File: config.mk
export PLATFORM = sky130hd
export DESIGN_NAME = mem_bus_ctrl_flat
export DESIGN_NICKNAME = d
export VERILOG_FILES = /design/src/rtl/mem_bus_ctrl_if.sv /design/src/rtl/mem_bus_ctrl.sv /design/src/flat_wrapper.sv
export SDC_FILE = /design/constraint.sdc
export NUM_CORES = 1
export LEC_CHECK = 0
export ABC_AREA = 1
export CAP_MARGIN = 10
export CORE_MARGIN = 1
export CORE_UTILIZATION = 30
export CTS_BUF_LIST = sky130_fd_sc_hd__clkbuf_2
export DETAILED_ROUTE_END_ITERATION = 10
export PLACE_DENSITY_LB_ADDON = 0.05
export SLEW_MARGIN = 40
export SYNTH_ARGS = -nofsm -noshare
export SYNTH_HDL_FRONTEND = slang
export SYNTH_SLANG_ARGS = --single-unit
File: constraint.sdc
create_clock -name clk_i -period 2.1 [get_ports clk_i]
set_input_delay 0.63 -clock clk_i [delete_from_list [all_inputs] [get_ports clk_i]]
set_output_delay 0.63 -clock clk_i [all_outputs]
set_load 0.05 [all_outputs]
File: src/rtl/mem_bus_ctrl_if.sv
// Core-side memory port: valid/ready request with byte strobes, single-beat read data return.
interface mem_bus_ctrl_if;
   logic        mem_valid;
   logic        mem_ready;
   logic [31:0] mem_addr;
   logic [31:0] mem_wdata;
   logic [3:0]  mem_wstrb;
   logic [31:0] mem_rdata;

   modport master (
      output mem_valid, mem_addr, mem_wdata, mem_wstrb,
      input  mem_ready, mem_rdata
   );

   modport slave (
      input  mem_valid, mem_addr, mem_wdata, mem_wstrb,
      output mem_ready, mem_rdata
   );
endinterface

File: src/rtl/mem_bus_ctrl.sv
// Decodes core requests to ROM / RAM / LED / unmapped; ROM, LED and unmapped complete 1 cycle after accept, RAM after 3.
// No request is accepted while one is in flight; mem_ready is a single-cycle pulse and a dropped mem_valid still completes.
module mem_bus_ctrl #(
   parameter int unsigned ROM_WORDS = 256,
   parameter int unsigned RAM_WORDS = 256,
   parameter logic [31:0] RAM_BASE  = 32'h0001_0000,
   parameter logic [31:0] LED_ADDR  = 32'h0002_0000
) (
   input  logic                 clk_i,
   input  logic                 rst_ni,
   mem_bus_ctrl_if.slave        bus_io,
   output logic [31:0]          rom_addr_o,
   input  logic [31:0]          rom_data_i,
   output logic [3:0]           ram_wen_o,
   output logic [21:0]          ram_addr_o,
   output logic [31:0]          ram_wdata_o,
   input  logic [31:0]          ram_rdata_i,
   output logic [7:0]           leds_o,
   output logic                 bus_err_o
);

   typedef enum logic [1:0] {
      S_IDLE,
      S_RAM_ACC,
      S_RAM_DATA,
      S_DONE
   } state_t;

   // All decoding is done on word addresses, so byte offset bits never affect the target.
   localparam logic [29:0] ROM_LIMIT_W = 30'(ROM_WORDS);
   localparam logic [29:0] RAM_BASE_W  = RAM_BASE[31:2];
   localparam logic [29:0] RAM_END_W   = RAM_BASE[31:2] + 30'(RAM_WORDS);
   localparam logic [29:0] LED_W       = LED_ADDR[31:2];

   state_t      state_q;
   logic        mem_ready_q;
   logic [31:0] mem_rdata_q;
   logic [3:0]  ram_wen_q;
   logic [21:0] ram_addr_q;
   logic [31:0] ram_wdata_q;
   logic [7:0]  leds_q;
   logic        bus_err_q;

   logic [29:0] word_addr;
   logic [21:0] ram_idx;
   logic        rom_hit;
   logic        led_hit;
   logic        ram_hit;
   logic        accept;

   assign word_addr = bus_io.mem_addr[31:2];
   assign ram_idx   = 22'(word_addr - RAM_BASE_W);
   assign rom_hit   = word_addr < ROM_LIMIT_W;
   assign led_hit   = word_addr == LED_W;
   assign ram_hit   = (word_addr >= RAM_BASE_W) && (word_addr < RAM_END_W);
   assign accept    = bus_io.mem_valid && !mem_ready_q;

   always_ff @(posedge clk_i or negedge rst_ni) begin
      if (!rst_ni) begin
         state_q     <= S_IDLE;
         mem_ready_q <= 1'b0;
         mem_rdata_q <= '0;
         ram_wen_q   <= '0;
         ram_addr_q  <= '0;
         ram_wdata_q <= '0;
         leds_q      <= '0;
         bus_err_q   <= 1'b0;
      end else begin
         case (state_q)
            S_IDLE: begin
               if (accept) begin
                  if (rom_hit) begin
                     mem_rdata_q <= rom_data_i;
                     mem_ready_q <= 1'b1;
                     state_q     <= S_DONE;
                  end else if (led_hit) begin
                     // Reads return the value held before this access's write.
                     mem_rdata_q <= {24'b0, leds_q};
                     if (bus_io.mem_wstrb[0]) begin
                        leds_q <= bus_io.mem_wdata[7:0];
                     end
                     mem_ready_q <= 1'b1;
                     state_q     <= S_DONE;
                  end else if (ram_hit) begin
                     ram_addr_q  <= ram_idx;
                     ram_wdata_q <= bus_io.mem_wdata;
                     ram_wen_q   <= bus_io.mem_wstrb;
                     state_q     <= S_RAM_ACC;
                  end else begin
                     mem_rdata_q <= '0;
                     bus_err_q   <= 1'b1;
                     mem_ready_q <= 1'b1;
                     state_q     <= S_DONE;
                  end
               end
            end
            S_RAM_ACC: begin
               ram_wen_q <= '0;
               state_q   <= S_RAM_DATA;
            end
            S_RAM_DATA: begin
               mem_rdata_q <= ram_rdata_i;
               mem_ready_q <= 1'b1;
               state_q     <= S_DONE;
            end
            S_DONE: begin
               mem_ready_q <= 1'b0;
               state_q     <= S_IDLE;
            end
            default: begin
               state_q <= S_IDLE;
            end
         endcase
      end
   end

   assign bus_io.mem_ready = mem_ready_q;
   assign bus_io.mem_rdata = mem_rdata_q;
   assign rom_addr_o       = bus_io.mem_addr;
   assign ram_wen_o        = ram_wen_q;
   assign ram_addr_o       = ram_addr_q;
   assign ram_wdata_o      = ram_wdata_q;
   assign leds_o           = leds_q;
   assign bus_err_o        = bus_err_q;

endmodule

File: src/flat_wrapper.sv
// flat-port wrapper written by rule: the top's interface ports become plain ports
module mem_bus_ctrl_flat 
#(
   parameter int unsigned ROM_WORDS = 256,
   parameter int unsigned RAM_WORDS = 256,
   parameter logic [31:0] RAM_BASE  = 32'h0001_0000,
   parameter logic [31:0] LED_ADDR  = 32'h0002_0000
)
  (clk_i, rst_ni, rom_addr_o, rom_data_i, ram_wen_o, ram_addr_o, ram_wdata_o, ram_rdata_i, leds_o, bus_err_o, bus_io_mem_valid, bus_io_mem_addr, bus_io_mem_wdata, bus_io_mem_wstrb, bus_io_mem_ready, bus_io_mem_rdata);
  mem_bus_ctrl_if bus_io_i ();
  input  logic clk_i;
  input  logic rst_ni;
  output logic [31:0] rom_addr_o;
  input  logic [31:0] rom_data_i;
  output logic [3:0] ram_wen_o;
  output logic [21:0] ram_addr_o;
  output logic [31:0] ram_wdata_o;
  input  logic [31:0] ram_rdata_i;
  output logic [7:0] leds_o;
  output logic bus_err_o;
  input wire logic [$bits(bus_io_i.mem_valid)-1:0] bus_io_mem_valid;
  input wire logic [$bits(bus_io_i.mem_addr)-1:0] bus_io_mem_addr;
  input wire logic [$bits(bus_io_i.mem_wdata)-1:0] bus_io_mem_wdata;
  input wire logic [$bits(bus_io_i.mem_wstrb)-1:0] bus_io_mem_wstrb;
  output wire logic [$bits(bus_io_i.mem_ready)-1:0] bus_io_mem_ready;
  output wire logic [$bits(bus_io_i.mem_rdata)-1:0] bus_io_mem_rdata;
  assign bus_io_i.mem_valid = bus_io_mem_valid;
  assign bus_io_i.mem_addr = bus_io_mem_addr;
  assign bus_io_i.mem_wdata = bus_io_mem_wdata;
  assign bus_io_i.mem_wstrb = bus_io_mem_wstrb;
  assign bus_io_mem_ready = bus_io_i.mem_ready;
  assign bus_io_mem_rdata = bus_io_i.mem_rdata;
  mem_bus_ctrl #(.ROM_WORDS(ROM_WORDS), .RAM_WORDS(RAM_WORDS), .RAM_BASE(RAM_BASE), .LED_ADDR(LED_ADDR)) u_core (.clk_i(clk_i), .rst_ni(rst_ni), .bus_io(bus_io_i), .rom_addr_o(rom_addr_o), .rom_data_i(rom_data_i), .ram_wen_o(ram_wen_o), .ram_addr_o(ram_addr_o), .ram_wdata_o(ram_wdata_o), .ram_rdata_i(ram_rdata_i), .leds_o(leds_o), .bus_err_o(bus_err_o));
endmodule
; Word-level counts from Yosys, hierarchy flattened
; Cells that the tools add are included.
[word_totals]
elab_cells = 57
ff_bits = 102
inputBits = 135
out_inout_bits = 132
[op_classes]
n_reduce_logical = 13
eq_ne = 9
bitwise = 3
order_cmp = 3
muxes = 20
addsub = 1
[ops]
columns = op, count
row1 = $mux 32, 4
row2 = $pmux 32 s2, 1
row3 = $eq 30x16->1 const B, 1
row4 = $ge 30x15->1 const B, 1
row5 = $lt 30x15->1 const B, 1
row6 = $lt 30x9->1 const B, 1
row7 = $sub 22x15->22 const B, 1
row8 = $reduce_and 5->1, 4
row9 = $mux 4, 4
row10 = $mux 2, 4
row11 = $pmux 2 s4, 1
row12 = $pmux 4 s2, 1
row13 = $reduce_and 3->1, 2
row14 = $eq 2x2->1 const B, 2
row15 = $mux 1, 4
row16 = $ne 2x1->1 const B, 2
row17 = $ne 2x2->1 const B, 2
row18 = $ne 4x2->1 const B, 1
row19 = $reduce_bool 2->1, 2
row20 = $not 1->1, 3
row21 = $pmux 1 s3, 1
row22 = $reduce_bool 3->1, 1
row23 = $eq 2x1->1 const B, 1
row24 = $logic_and 1x1->1, 2
row25 = other kinds (2), 2

; Depth between registers and ports, before layout
; Gate-level depths: netlist of the first run.
[depth]
word_depth = 7
ltp_mapped = 13
ltp_nobuf = 13

; Worst setup path after synthesis of the first run
; OpenSTA, ideal clock, no wires.
[synth_path]
path_type = in2reg
start = input bus_io_mem_addr[16]
end = register u_core.ram_wdata_q[14], in the netlist u_core.ram_wdata_o[14]
required_time_ps = 1977
setup_slack_ps = -9
arrival_ps = 1986
stages = 12
setup_ps = 123
n_path_buf = 1
cell_sequence = inv_1 -> ha_1 -> inv_1 -> nor3_1 -> nand2_1 -> nor2_4 -> nand2_4 -> nand3b_4 -> nor2_8 -> buf_4 -> nand2_1 -> nand2_1
[synth_between]
elab_chain_cells = 3
elab_cells_between_ends = 8
cone_classes = order compare (3) / eq/ne (1) / bitwise (2) / reduce/logical (2)
[synth_rtl]
columns = element, line
row1 = from (decl), flat_wrapper.sv:22  ; input wire logic [$bits(bus_io_i.mem_addr)-1:0] bus_io_mem_addr;
row2 = "$ge 30x15->1, or another cell as far along", mem_bus_ctrl.sv:55  ; assign ram_hit = (word_addr >= RAM_BASE_W) && (word_addr < RAM_END_W);
row3 = $logic_and 1x1->1 / $not 1->1 (equally long branches), n/a
row4 = $reduce_and 5->1 (no source line) (*), n/a
row5 = to (signal assigned), mem_bus_ctrl.sv:86  ; ram_wdata_q <= bus_io.mem_wdata;
row6 = to (decl), mem_bus_ctrl.sv:40  ; logic [31:0] ram_wdata_q;
; Every way passes the cells marked *; elsewhere a longest branch is shown, timed or not.
; A chain may end at the register's enable or synchronous reset.

; Worst setup path in the final report of the first run
[layout_path]
start = input bus_io_mem_addr[17]
end = output rom_addr_o[17]
[layout_rtl]
columns = element, line
row1 = to (decl), flat_wrapper.sv:13  ; output logic [31:0] rom_addr_o;
; No word-level cell between the ends.

==> summary.txt, run 1 <==
status: complete, no violations
Final Setup Violations: 0
layout cells sized above 1: 0.247
Root Buffer: clkbuf_2
Post-DP HPWL: 13,700 um
first-pass GRT wire length: 27,700 um
GRT Util Overall: 0.195
Psw: 2.90 mW
vias: 5,430
IO Port Bufs: 262
vias in the first global route: 5,367
Total Power: 6.66 mW
post-synth cell types: 26
Die Y: 135 um
crit path max fanout: 3
Peak VDD IR: 0.429 mV
fmax: 490 MHz
Die X: 135 um
DR vias/cell: 4.48
H-Tree Depth: 3
number of synthesized flops with an enable pin: 0
Leak: 4.63 nW
post-synthesis compound-gate area fraction: 0.0870
cell area power density: 767 mW/mm2
CP max stage delay: 0.52 ns
Clk network pwr share: 0.146
initial drt markers: 168
Hold WC Path Type: primary input to asynchronous set/reset pin
drt pass-1 iters: 4
Layout fillers: 1,701
CTS tree: built
Nets: 1,123
sequential fraction of the synthesis area: 0.478
initial antenna violation count: 1
wire per inst: 14.5 um
Core Region: 0.0174 mm2
Synth Area in XOR/XNOR: 0
Max Cap Viol: 0
syn avg cell area: 7.69 um2
CP Cell Sequence: clkdlybuf4s50_1 > buf_4 > buf_12
combinational power share: 0.508
simple-gate share of the synthesized area: 0.312
DRC errors left: 0
share of the synthesized area in the top cell type: 0.478
most frequent cells after synthesis: nand2_1 (294), dfrtp_1 (102), o21ai_0 (80), nand3_1 (53), buf_4 (36)
WP data required: 1.47 ns
Startpoint Class: primary input
drt total wl: 17,600 um
FF-to-FF Start: u_core.state_q[0]
Worst-path clk slew: 0.25 ns
grt ovf: 0
flops & latches, synth: 102
Routed Antenna Nets: 0
final worst path period share: 0.972
total of warnings raised by yosys: 0
main combinational cell family by area after synthesis: simple AND/OR/NAND/NOR gates
ys async rst share: 1.00
largest net degree at the start of global routing: 98
DIE AREA: 0.0183 mm2
CTS buffer count: 9
RSZ-0062 raised after global routing: yes
endpoints failing hold: 0
CP Capture Type: output port
Clk Latency, worst-skew pair: 0.60 ns
area grow syn2layout: 62.6%
P_int: 3.76 mW
top-level I/O count: 267
dpl cell area: 0.00854 mm2
Critical Path AT: 1.41 ns
synth top area cells: dfrtp_1 (48%), nand2_1 (21%), o21ai_0 (7.5%)
crit-path leading delay family: buffers and inverters
Worst Setup SP: bus_io_mem_addr[17]
Final Critical Period: 2.04 ns
Initial Util: 0.307
synthesized cell area: 0.00534 mm2
clk sinks: 102
mux share of post-synthesis cell area: 0
main flop type after synthesis: dfrtp_1
slew margin rel.: 0.588
std cell rows: 48
WS Path Type: primary input to output port
Worst Tran Pin Value: 0.618 ns
GPL Wtd Cong: 0.841
cell taking the most area after synthesis: dfrtp_1
fraction of the mapped netlist area in adder cells: 0.0188
Flop pwr share: 0.346
WP buf/inv: 3
Net Sw Frac: 0.436
skew final: 0.0385 ns
critical path's slowest cell: clkdlybuf4s50_1
Mapped Nets: 837
most frequent cell after synthesis: nand2_1
worst-case clock buffer depth: 2
Mapped Cells: 694
design area: 0.00867 mm2
Final Max Tran Viols: 0
[stage by stage]
stage / hold WS (ns) / worst slack [ns] / setup TNS, ns / std cells / util
6_report: 0.340 / 0.0587 / 0 / 1211 / 0.500
2_1_floorplan: 0.334 / 0.0166 / 0 / 694 / -
5_1_grt: 0.253 / -0.0116 / -0.0384 / 1211 / 0.500
4_1_cts: 0.270 / 0.0496 / 0 / 1210 / 0.499
3_5_place_dp: 0.446 / -0.574 / -50.00 / 1193 / 0.492
3_3_place_gp: 0.445 / -0.519 / -46.04 / 1193 / 0.492
[worst reg2reg max path, cell delays in order, from the launching register on]
cell	delay, ns
dfrtp_1	0.45
inv_1	0.09
ha_1	0.22
buf_4	0.17
nand2_1	0.10
inv_1	0.07
nor2_2	0.21
inv_1	0.08
a21oi_2	0.10
buf_4	0.16
nand2_1	0.06
nand2_1	0.05
[layer usage]
metal  track usage  vias up  share of wire
met5             0        -              0
met4        0.0556        0          0.010
met1         0.239     2521           0.43
met3        0.0468       13          0.064
met2         0.340      159           0.50
li1              -     2737              -
[sequential cells by signal, indices dropped and copies added, names as in the netlist]
register and count:
u_core.bus_err_o 1, u_core.bus_io.mem_rdata 32, u_core.bus_io.mem_ready 1, u_core.leds_o 8
u_core.ram_addr_o 22, u_core.ram_wdata_o 32, u_core.ram_wen_o 4, u_core.state_q 2
[kinds of logic (layout without fill, tap and decap cells)]
| logic type | after synthesis | count (layout) |
|---|---|---|
| adder cells (fa/ha/maj) | 8 | 8 |
| other | 0 | 1 |
| AND/OR/NAND/NOR | 396 | 396 |
| AO/OA/AOI/OAI | 91 | 91 |
| flip-flops | 102 | 102 |
| buffers and inverters | 97 | 388 |
[power by group through the flow]
stage	clock network (mW)	logic, mW	registers [mW]
final	0.971	3.38	2.30
after detailed placement	0	3.41	2.34
after global routing	1.11	3.69	2.33
after floorplan	0	1.42	2.94
after CTS	1.03	3.42	2.31
after global placement	0	3.36	2.33
[cells in the final DEF (no fill, tap or decap), types with 2 or more instances in the layout]
| cell type | synthesis | final |
|---|---|---|
| clkbuf_2 | 0 | 10 |
| buf_4 | 36 | 170 |
| nand4_1 | 2 | 2 |
| buf_12 | 0 | 38 |
| o21ai_1 | 8 | 8 |
| ha_1 | 8 | 8 |
| inv_1 | 31 | 31 |
| nor2_4 | 3 | 3 |
| nand2_1 | 294 | 294 |
| clkinvlp_4 | 0 | 2 |
| clkdlybuf4s50_1 | 0 | 131 |
| nor2_1 | 30 | 29 |
| nand2_4 | 4 | 4 |
| dfrtp_1 | 102 | 102 |
| o21ai_0 | 80 | 80 |
| nand3_1 | 53 | 53 |
| nor2_2 | 5 | 6 |
[repair_timing]
action / CTS / global route
resized for setup: 0 / 1
endpoints found under the hold margin: 5 / 0
endpoints found under the setup margin: 0 / 6
setup buffers: 0 / 0
hold buffers: 1 / 0
[path summary, 6_finish.rpt]
check / to / slack, ns / cells past startpoint
min in group clk_i: u_core.ram_wdata_o[8] / 0.51 / 3
min reg2reg: u_core.bus_io.mem_rdata[26] / 0.51 / 2
max reg2reg: u_core.bus_io.mem_rdata[5] / 0.28 / 11
max in group asynchronous: u_core.ram_addr_o[16] / 1.01 / 3
min: u_core.ram_wen_o[0] / 0.34 / 2
max: rom_addr_o[17] / 0.06 / 3
[layout make-up]
cell class	instances	area (um2)	area share
Clock inverter	6	70.1	0.00808
Tap cell	225	282	0.0325
Timing Repair Buffer	340	3360	0.387
Multi-Input combinational cell	495	2240	0.258
Inverter	32	120	0.0138
Clock buffer	10	50.0	0.00577
Sequential cell	102	2550	0.294
Antenna cell	1	2.50	0.000289
No activity file was read; power rests on OpenSTA's default activity.
==> run 2: changes to the inputs <==
--- a/config.mk
+++ b/config.mk
@@ -11,6 +11,7 @@
 export CORE_UTILIZATION = 30
 export CTS_BUF_LIST = sky130_fd_sc_hd__clkbuf_2
 export DETAILED_ROUTE_END_ITERATION = 10
+export GPL_ROUTABILITY_DRIVEN = 1
 export PLACE_DENSITY_LB_ADDON = 0.05
 export SLEW_MARGIN = 40
 export SYNTH_ARGS = -nofsm -noshare
==> results of run 2 <==
Same layout as run 1: the final DEF is identical, and so are final timing and power.
